--- config.mk ---
export PLATFORM = sky130hd
export DESIGN_NAME = cv32e40p_apu_arbiter
export DESIGN_NICKNAME = d
export VERILOG_FILES = /design/src/rtl/cv32e40p_apu_arbiter.sv
export SDC_FILE = /design/constraint.sdc
export NUM_CORES = 1
export LEC_CHECK = 0
export ABC_AREA = 1
export BUFFER_PORTS_ARGS = -buffer_cell sky130_fd_sc_hd__buf_2
export CORE_AREA = 2 2 266 268
export CTS_CLUSTER_DIAMETER = 40
export DETAILED_ROUTE_END_ITERATION = 8
export DIE_AREA = 0 0 268 270
export MAX_ROUTING_LAYER = met4
export SLEW_MARGIN = 20
export SYNTH_ARGS = -nofsm -noshare
export SYNTH_HDL_FRONTEND = slang
export SYNTH_SLANG_ARGS = --single-unit
--- constraint.sdc ---
create_clock -name clk_i -period 2.9 [get_ports clk_i]
set_input_delay 0.145 -clock clk_i [delete_from_list [all_inputs] [get_ports clk_i]]
set_output_delay 0.145 -clock clk_i [all_outputs]
set_load 0.05 [all_outputs]
--- src/rtl/cv32e40p_apu_arbiter.sv ---
// Round-robin sharing of one APU/FPU between several cores' APU ports.
// In-order tag FIFO routes each returned result to its issuing core.
module cv32e40p_apu_arbiter #(
  parameter int NUM_REQ   = 4,
  parameter int MAX_OUTST = 4,
  parameter int NARGS     = 3,
  parameter int WOP       = 6,
  parameter int NDSFLAGS  = 15,
  parameter int NUSFLAGS  = 5
) (
  input  logic                           clk_i,
  input  logic                           rst_i,
  input  logic [NUM_REQ-1:0]             req_i,
  output logic [NUM_REQ-1:0]             gnt_o,
  input  logic [NUM_REQ*NARGS*32-1:0]    operands_i,
  input  logic [NUM_REQ*WOP-1:0]         op_i,
  input  logic [NUM_REQ*NDSFLAGS-1:0]    flags_i,
  output logic [NUM_REQ-1:0]             rvalid_o,
  output logic [31:0]                    rdata_o,
  output logic [NUSFLAGS-1:0]            rflags_o,
  output logic                           fpu_req_o,
  input  logic                           fpu_gnt_i,
  output logic [NARGS*32-1:0]            fpu_operands_o,
  output logic [WOP-1:0]                 fpu_op_o,
  output logic [NDSFLAGS-1:0]            fpu_flags_o,
  input  logic                           fpu_rvalid_i,
  input  logic [31:0]                    fpu_rdata_i,
  input  logic [NUSFLAGS-1:0]            fpu_rflags_i,
  output logic [$clog2(MAX_OUTST):0]     outst_o,
  output logic                           err_o
);

  localparam int IW = $clog2(NUM_REQ);
  localparam int PW = $clog2(MAX_OUTST);
  localparam int CW = PW + 1;
  localparam int AW = NARGS * 32;

  logic [IW-1:0] rr_ptr;
  logic [IW-1:0] sel;
  logic [IW-1:0] head;
  logic [IW:0]   idx;
  logic          found;
  logic          any;
  logic          full;
  logic          empty;
  logic          push;
  logic          pop;
  logic [PW-1:0] wptr;
  logic [PW-1:0] rptr;
  logic [CW-1:0] cnt;
  logic          err;
  logic [IW-1:0] tags [MAX_OUTST];

  // first requester at or after rr_ptr, wrapping
  always_comb begin
    sel   = '0;
    idx   = '0;
    found = 1'b0;
    for (int i = 0; i < NUM_REQ; i++) begin
      idx = {1'b0, rr_ptr} + (IW+1)'(i);
      if (idx >= (IW+1)'(NUM_REQ)) begin
        idx = idx - (IW+1)'(NUM_REQ);
      end
      if (!found && req_i[idx]) begin
        found = 1'b1;
        sel   = idx[IW-1:0];
      end
    end
  end

  assign any   = |req_i;
  assign full  = (cnt == CW'(MAX_OUTST));
  assign empty = (cnt == '0);
  assign head  = tags[rptr];

  // no issue while full, even if a pop frees a slot this cycle
  assign fpu_req_o = any && !full && !rst_i;
  assign push      = fpu_req_o && fpu_gnt_i;
  assign pop       = fpu_rvalid_i && !empty && !rst_i;

  assign rdata_o  = fpu_rdata_i;
  assign rflags_o = fpu_rflags_i;
  assign outst_o  = cnt;
  assign err_o    = err;

  always_comb begin
    gnt_o          = '0;
    rvalid_o       = '0;
    fpu_operands_o = '0;
    fpu_op_o       = '0;
    fpu_flags_o    = '0;
    for (int k = 0; k < NUM_REQ; k++) begin
      if (sel == IW'(k)) begin
        gnt_o[k] = push;
        if (any) begin
          fpu_operands_o = operands_i[k*AW +: AW];
          fpu_op_o       = op_i[k*WOP +: WOP];
          fpu_flags_o    = flags_i[k*NDSFLAGS +: NDSFLAGS];
        end
      end
      if (head == IW'(k)) begin
        rvalid_o[k] = pop;
      end
    end
  end

  always_ff @(posedge clk_i) begin
    if (rst_i) begin
      rr_ptr <= '0;
      wptr   <= '0;
      rptr   <= '0;
      cnt    <= '0;
      err    <= 1'b0;
    end else begin
      if (push) begin
        rr_ptr <= (sel == IW'(NUM_REQ-1)) ? '0 : sel + IW'(1);
        wptr   <= wptr + PW'(1);
      end
      if (pop) begin
        rptr <= rptr + PW'(1);
      end
      unique case ({push, pop})
        2'b10:   cnt <= cnt + CW'(1);
        2'b01:   cnt <= cnt - CW'(1);
        default: cnt <= cnt;
      endcase
      if (fpu_rvalid_i && empty) begin
        err <= 1'b1;
      end
    end
  end

  always_ff @(posedge clk_i) begin
    if (push) begin
      tags[wptr] <= sel;
    end
  end

endmodule

==> flow_summary.toml, run 1 <==
[global_routing]
grt_pass1_wl_um = 67800
antenna_found_initial = 34
grt_overflow = 0
grt_start_max_net_pins = 82
grtUsageTotal_pct = 13.4
grt_pass1_vias = 10001

[route]
via_per_inst = 3.98
ant_nets = 0
vias = 10355
post_drt_wl_per_cell_um = 20.2
drt-total-wl_um = 52600
route.detailed.drc = 0
drt-initial-drc-count = 516
dr.pass1.iters = 5

[synthesis]
ys_top_cells_by_area = "nand3_1 17%, nand2_1 13%, a21oi_1 11%"
syn_inst = 1043
post-synth-top-area-fraction_pct = 17.5
syn_nets = 1566
yosys.cell_types.count = 33
synth_warnings = 0
synth_edf_count = 8
synth-async-reset-ratio_pct = 0
yosysTopAreaCell = "nand3_1"
syn_area_um2 = 5670
ys_seq_area_share_pct = 8.47
syn_area_per_cell_um2 = 5.44
ys.flop_type = "dfxtp_1"
ys_seq_elements = 20

[cells_and_area]
final_layout_size_suffix_gt1_share_pct = 52.5
syn2layout_area_growth_pct = 114
ff_latch_area_um2 = 488
fillers = 7962
fin_util_pct = 17.5
multi_input_area_um2 = 4730
layout_commonest_cell = "buf_2"
most-common-layout-cells = "497 x buf_2, 194 x nand3_1, 168 x nand2_1"
layout.nets = 2163
layout.cells.non_filler = 2599

[floorplanning]
core_area_um2 = 69500
io_pins = 680
dieWidth_um = 268
start_util_pct = 8.16
die-area_um2 = 72400
rows = 97
die_height_um = 270

[setup_path]
start_kind = "flop"
reg2reg_from = "outst_o[1]"
rr_worst_depth = 11
cp.required_ns = 2.76
critPathCapture = "fpu_operands_o[24]"
crit_buf_inv = 6
cp.depth = 19
crit_arrival_ns = 2.92
worst-r2r-setup-slack_ns = 0.51
worstPathMaxFanout = 12
slowest_stage = "dfxtp_4"
cp-end-kind = "primary output"
reg2reg_to = "outst_o[2]"
cp_top_family = "simple AND/OR/NAND/NOR gates"
path_cells = "clkbuf_16, nand2_2, nand2_4, nand2_2, nand2_4, nor2_8, nand4_1, nand3_2, nand2_4, buf_12, ha_4, buf_12, buf_12, buf_12, nand3_2, nand2_1, o211ai_1, nand2_1, buf_6"
crit_path_start = "rr_ptr[0]"
cpPeakStageDelay_ns = 0.36
crit_path_frequent_cell = "buf_12"
worstSetupPathType = "reg -> out"

[power]
peakVddDrop_v = 0.000678
p_int_mw = 4.92
clkPwrFrac_pct = 3.1
power.density_nw_per_um2 = 1010
seq_power_share_pct = 2.8
p_total_mw = 12.3
comb_power_share_pct = 94.2
p_leak_nw = 5.81
p_sw_mw = 7.36
switching_share_pct = 59.9

[sta]
setup_viol = 93
max_slew_margin_pct = 67.2
timing.final.crit_share_pct = 106
max_freq_mhz = 326
final-hold-violation-count = 0
final.setup_skew_ns = 0.00168
whs_ns = 0.102
timing.final.crit_period_ns = 3.07
rsz0062_at_grt = "true"
slew_viol_final = 0
max_slew.worst_pin.slew_ns = 0.492
postLayoutSetupSlackWorst_ns = -0.168

[placed_design]
gp_congestion = 0.934
dpl.cell_count = 2545
portBuffers = 605
dpl.hpwl_um = 42500

[cts]
cts_tree = "built"
clock-sinks = 20
root_buffer = "clkbuf_16"
clkLatencyLatePin_ns = 0.25
htree_levels = 1
clk_path_buf_depth = 2
hold_buffers = 0
clk_pin_slew_worst_paths_ns = 0.06
cts_buffers = 3

[hold_path]
hold_path_class = "in -> reg"

[outcome]
status = "complete, but fails checks"
violations = "setup timing"

[flow_run]
cap_violations = 0
-- worst min-delay path by stage --
stage,startpoint,endpoint,slack (ns),cells past startpoint
6_report,rst_i,flop,0.10,2
3_3_place_gp,fpu_rdata_i[0],rdata_o[0],0.29,0
4_1_cts,rst_i,flop,0.10,2
5_1_grt,rst_i,rptr[1],0.12,2
2_1_floorplan,rst_i,flop,0.23,1
3_5_place_dp,fpu_rdata_i[0],rdata_o[0],0.29,0
-- what timing repair did --
item | in CTS | in global routing
gates cloned | 3 | 7
endpoints found under the setup margin | 118 | 118
gates resized for setup | 219 | 156
pin swaps | 35 | 69
setup buffers | 13 | 8
-- registers in the layout (all words and copies together) (netlist names), named ones only --
register,flops
outst_o,3
err_o,1
rptr,2
wptr,2
rr_ptr,2
tags,8
-- layout make-up --
| class | count | share of cell area [%] |
|---|---|---|
| Tap cell | 940 | 9.68 |
| Timing Repair Buffer | 734 | 44.7 |
| Clock inverter | 1 | 0.247 |
| Sequential cell | 20 | 4.01 |
| Inverter | 35 | 1.43 |
| Clock buffer | 3 | 0.618 |
| Multi-Input combinational cell | 846 | 38.9 |
| Antenna cell | 20 | 0.412 |
-- cells in the mapped netlist (2+ instances only) --
cell type  count
nor3_1        33
nand2_2       11
buf_1         11
edfxtp_1       8
nand2_4        2
buf_6          2
ha_1           9
inv_2         11
nand4_1        3
nand3_1      198
buf_4         42
o211ai_1      82
nor2_1        82
nand3_2        2
nand2_1      190
o21ai_1       32
dfxtp_1       12
a21oi_1      128
o21a_1         2
a32oi_1        2
buf_2         58
o21ai_0       62
inv_1         23
clkbuf_1      29
-- routing by layer --
layer | wire length [µm] | GRT usage (%) | vias to the layer above
met4 | 2200 | 5.17 | 0
met2 | 24600 | 22.5 | 656
met3 | 4960 | 3.59 | 102
met5 | 0 | - | -
met1 | 20800 | 15.2 | 4746
li1 | - | - | 4851
-- stage by stage --
step                setup slack [ns]  setup TNS [ns]  cell area [µm²]
floorplan                     0.0639               0             5670
global placement              -0.194           -1.33            10400
detailed placement            -0.217           -2.36            10400
CTS                           -0.156           -7.59            11400
global route                  -0.287          -24.87            12200
finish                        -0.168           -3.83            12200
-- cell families after synthesis --
kind of cell / Yosys count / synth area share [%]
AOI/OAI and AO/OA: 310 / 31.3
xor gates and xnor gates: 1 / 0.154
adders and majority gates: 10 / 2.34
buffers and inverters: 177 / 16.1
DFF: 20 / 8.47
and+or+nand+nor: 525 / 41.6
-- power by group through the flow --
stage / Sequential [mW] / Combinational (mW) / Clock [mW]
after global placement: 0.345 / 9.55 / 0
after floorplan: 0.365 / 6.13 / 0
final: 0.341 / 11.6 / 0.376
after global routing: 0.345 / 12.2 / 0.391
after detailed placement: 0.345 / 9.54 / 0
after CTS: 0.340 / 10.9 / 0.383
No activity file was read; power rests on OpenSTA's default activity.
==> run 2: changes to the inputs <==
PLACE_DENSITY = 0.3   (was default)
SLEW_MARGIN = 10   (was 20)
==> flow_summary.toml, run 2 (synthesized netlist as in run 1, its figures left out) <==
[outcome]
status = "complete, but fails checks"
violations = "setup timing"

[setup_path]
crit_buf_inv = 6
worstSetupPathType = "reg -> out"
reg2reg_from = "outst_o[1]"
path_cells = "buf_12, inv_8, nand2_4, nand2_4, nand2_4, nand2_4, nand2_2, nand2_1, nand2_1, nand2_2, nand2_4, inv_4, ha_4, clkinv_4, buf_12, o211ai_1, nand2_1, buf_6"
slowest_stage = "o211ai_1"
cp-end-kind = "primary output"
start_kind = "flop"
crit_path_start = "rr_ptr[0]"
cp_top_family = "simple AND/OR/NAND/NOR gates"
cp.depth = 18
rr_worst_depth = 11
cp.required_ns = 2.76
crit_path_frequent_cell = "nand2_4"
cpPeakStageDelay_ns = 0.54
worstPathMaxFanout = 14
crit_arrival_ns = 2.93

[power]
peakVddDrop_v = 0.000809
power.density_nw_per_um2 = 1000
p_leak_nw = 6.24
p_total_mw = 13.3

[floorplanning]
rows = 97
io_pins = 680
start_util_pct = 8.16
core_area_um2 = 69500
die_height_um = 270
dieWidth_um = 268
die-area_um2 = 72400

[cells_and_area]
layout_commonest_cell = "buf_2"
most-common-layout-cells = "488 x buf_2, 194 x nand3_1, 167 x nand2_1"
syn2layout_area_growth_pct = 133
largest_register = "tags"
fin_util_pct = 19.0
largest_reg_flops = 8
layout.cells.non_filler = 2619
layout.nets = 2198
final_layout_size_suffix_gt1_share_pct = 56.1

[sta]
final.setup_skew_ns = 0.00362
max_slew_margin_pct = 57.4
timing.final.crit_share_pct = 106
setup_viol = 90
final-hold-violation-count = 0
slew_viol_final = 0
rsz0062_at_grt = "true"
max_slew.worst_pin.slew_ns = 0.636
max_freq_mhz = 326
postLayoutSetupSlackWorst_ns = -0.171
timing.final.crit_period_ns = 3.07

[global_routing]
grt_overflow = 0
grt_pass1_wl_um = 69400
antenna_found_initial = 8
grt_pass1_vias = 10423
grt_start_max_net_pins = 79
grtUsageTotal_pct = 13.4

[route]
drt-total-wl_um = 55100
post_drt_wl_per_cell_um = 21.0
dr.pass1.iters = 7
vias = 10394
drt-initial-drc-count = 546
route.detailed.drc = 0
via_per_inst = 3.97
ant_nets = 0

[placed_design]
dpl.hpwl_um = 39400
dpl.cell_count = 2548
portBuffers = 605
gp_congestion = 0.914

[cts]
cts_buffers = 3
cts_tree = "built"
clk_path_buf_depth = 2
clock-sinks = 20
root_buffer = "clkbuf_16"
htree_levels = 1
clkLatencyLatePin_ns = 0.25
clk_pin_slew_worst_paths_ns = 0.06

[hold_path]
hold_path_class = "in -> reg"
hold_depth = 2
hp-start = "rst_i"

[flow_run]
cap_violations = 0
-- run 2: cell count changes in the layout (fill, tap and decap cells not counted), moves of 10 or more --
cell / delta
buf_6: +10
clkbuf_16: +12
diode_2: -15
a21oi_2: +31
a21oi_1: -37
-- run 2: metal layers --
layer | track usage (%) | vias to the layer above | share of wire, %
li1 | - | 4909 | -
met1 | 15.1 | 4890 | 41
met2 | 24.3 | 526 | 51
met3 | 2.00 | 69 | 6.1
met4 | 3.65 | 0 | 2.4
met5 | - | - | 0
-- run 2: cell type report --
| cell class | instances | area [µm²] |
|---|---|---|
| multi-input combinational | 846 | 4960 |
| inverter | 35 | 171 |
| antenna | 5 | 12.5 |
| timing repair buffer | 769 | 6280 |
| clock buffer | 3 | 75.1 |
| tap | 940 | 1180 |
| fill | 8016 | 56300 |
| sequential | 20 | 488 |
| clock inverter | 1 | 30.0 |
-- run 2: final timing paths --
kind / end / slack (ns)
worst max-delay path: fpu_flags_o[13] / -0.17
worst min-delay path: flop / 0.10
worst max register to register: outst_o[2] / 0.43
worst min register to register: err_o / 0.47
-- run 2: power breakdown --
group	internal [mW]	total (mW)	leakage (nW)	switching, mW
logic	4.99	12.5	6.02	7.53
clock network	0.274	0.385	0.0511	0.111
registers	0.323	0.343	0.174	0.0200
total	5.59	13.3	6.24	7.67
-- run 2: through the flow --
| step | hold slack, ns | TNS, ns | worst slack, ns | cell area, µm² |
|---|---|---|---|---|
| finish | 0.103 | -4.25 | -0.171 | 13200 |
| detailed placement | 0.290 | -0.979 | -0.290 | 10400 |
| floorplan | 0.226 | 0 | 0.0639 | 5670 |
| global placement | 0.290 | -0.882 | -0.286 | 10400 |
| global route | 0.115 | -21.29 | -0.281 | 13200 |
| CTS | 0.0956 | -3.94 | -0.150 | 11900 |
-- run 2: repair_timing --
item | 4_1_cts | 5_1_grt
hold buffers | 0 | 0
pin swaps | 46 | 112
gates resized for setup | 269 | 191
buffers inserted | 19 | 15
gates cloned | 10 | 21
setup endpoints to repair | 118 | 119
==> run 3: changes to the inputs <==
CAP_MARGIN = 30   (was default)
MAX_ROUTING_LAYER = default   (was met4)
==> flow_summary.toml, run 3 (synthesized netlist as in run 1, its figures left out) <==
[power]
seq_power_share_pct = 2.7
p_leak_nw = 6.10
power.density_nw_per_um2 = 1010
p_int_mw = 5.38
switching_share_pct = 58.2
p_total_mw = 12.9
p_sw_mw = 7.49
clkPwrFrac_pct = 3.0
comb_power_share_pct = 94.3
peakVddDrop_v = 0.000581

[setup_path]
cpPeakStageDelay_ns = 0.36
crit_path_frequent_cell = "nand2_4"
path_cells = "clkbuf_16, nand2_2, nand2_4, nand2_2, nand2_4, nor2_8, nand4_1, nand2_4, ha_4, clkinv_8, buf_12, buf_4, nand3_1, nand2_1, o211ai_1, nand2_1, buf_6"
crit_arrival_ns = 2.93
worstPathMaxFanout = 6
cp_top_family = "simple AND/OR/NAND/NOR gates"
start_kind = "flop"
cp.required_ns = 2.76
cp-end-kind = "primary output"
worstSetupPathType = "reg -> out"
slowest_stage = "dfxtp_4"
crit_buf_inv = 5

[cells_and_area]
final_layout_size_suffix_gt1_share_pct = 54.7
layout.cells.non_filler = 2608
layout_commonest_cell = "buf_2"
largest_reg_flops = 8
layout.nets = 2187
most-common-layout-cells = "488 x buf_2, 195 x nand3_1, 167 x nand2_1"
finalInstanceArea_um2 = 12800
syn2layout_area_growth_pct = 125
fillers = 8139
largest_register = "tags"

[sta]
fin_setup_tns_ns = -5.43
timing.final.crit_period_ns = 3.08
timing.final.crit_share_pct = 106
max_freq_mhz = 325
final.setup_skew_ns = 0.00732
rsz0062_at_grt = "true"
slew_viol_final = 0
final-hold-violation-count = 0
max_slew.worst_pin.slew_ns = 0.618
max_slew_margin_pct = 58.6
setup_viol = 96
postLayoutSetupSlackWorst_ns = -0.177

[cts]
cts_tree = "built"
hold_buffers = 0
cts_buffers = 3
htree_levels = 1
clkLatencyLatePin_ns = 0.26
clk_path_buf_depth = 2
clock-sinks = 20
root_buffer = "clkbuf_16"
clk_pin_slew_worst_paths_ns = 0.06

[floorplanning]
die_height_um = 270
die-area_um2 = 72400
rows = 97
core_area_um2 = 69500
start_util_pct = 8.16
io_pins = 680
dieWidth_um = 268

[hold_path]
hold_path_class = "in -> reg"

[route]
wl_met3_um = 3880
met2_length_um = 26400
via_per_inst = 3.93
drt-initial-drc-count = 471
ant_nets = 0
vias = 10262
dr.pass1.iters = 7
post_drt_wl_per_cell_um = 20.2
drt-total-wl_um = 52600
route.detailed.drc = 0
wl_met1_um = 20600
top_layer = "met5"

[placed_design]
placed_cell_area_um2 = 10400
pre_cts_slack_ns = -0.107
dpl.hpwl_um = 39400
portBuffers = 605
dpl.cell_count = 2548
gp_congestion = 0.936

[global_routing]
antenna_found_initial = 11
grt_start_max_net_pins = 74
grt_overflow = 0
grtUsageTotal_pct = 13.3
grt_pass1_vias = 10344
grt_pass1_wl_um = 70100

[outcome]
violations = "setup timing"
status = "complete, but fails checks"

[flow_run]
cap_violations = 0
run 3: cell count changes in the layout (fill, tap and decap cells not counted), sizes merged:
cell,before,now
inv,33,32
clkinv,2,3
bufbuf,2,7
clkbuf,22,6
run 3: final timing paths:
| kind | startpoint | endpoint | slack, ns | cells past startpoint |
|---|---|---|---|---|
| worst max-delay path | rr_ptr[0] | fpu_flags_o[11] | -0.18 | 17 |
| worst min-delay path | rst_i | rptr[1] | 0.10 | 2 |
| worst max register to register | outst_o[1] | outst_o[2] | 0.44 | 11 |
| worst min register to register | err_o | err_o | 0.46 | 1 |
run 3: layout make-up:
cell class / count / area [µm²] / share of cell area (%)
Clock inverter: 1 / 30.0 / 0.235
Multi-Input combinational cell: 846 / 4820 / 37.8
Inverter: 35 / 174 / 1.36
Tap cell: 940 / 1180 / 9.22
Antenna cell: 5 / 12.5 / 0.0981
Sequential cell: 20 / 488 / 3.83
Clock buffer: 3 / 75.1 / 0.588
Timing Repair Buffer: 758 / 5990 / 46.9
run 3: per-layer routing:
layer / GRT usage [%] / vias up
met3: 2.62 / 89
met1: 15.2 / 4810
met5: 0 / -
li1: - / 4889
met4: 4.53 / 8
met2: 24.5 / 466
run 3: per-stage QoR:
stage	hold slack (ns)	utilization, %
6_report	0.103	18.3
2_1_floorplan	0.226	-
5_1_grt	0.110	18.3
4_1_cts	0.0954	17.5
3_3_place_gp	0.290	15.0
3_5_place_dp	0.290	15.0
run 3: repair_timing:
action                     CTS  global route
pin swaps                   52            79
resized for setup          278           134
setup endpoints to repair  117           119
gates cloned                17             3
buffers inserted            22            12
run 3: power groups by stage:
stage / Clock [mW] / Combinational [mW] / Sequential, mW
global route: 0.414 / 12.8 / 0.345
detailed placement: 0 / 9.58 / 0.346
floorplan: 0 / 6.13 / 0.365
CTS: 0.395 / 11.8 / 0.341
finish: 0.386 / 12.1 / 0.343
global placement: 0 / 9.63 / 0.346
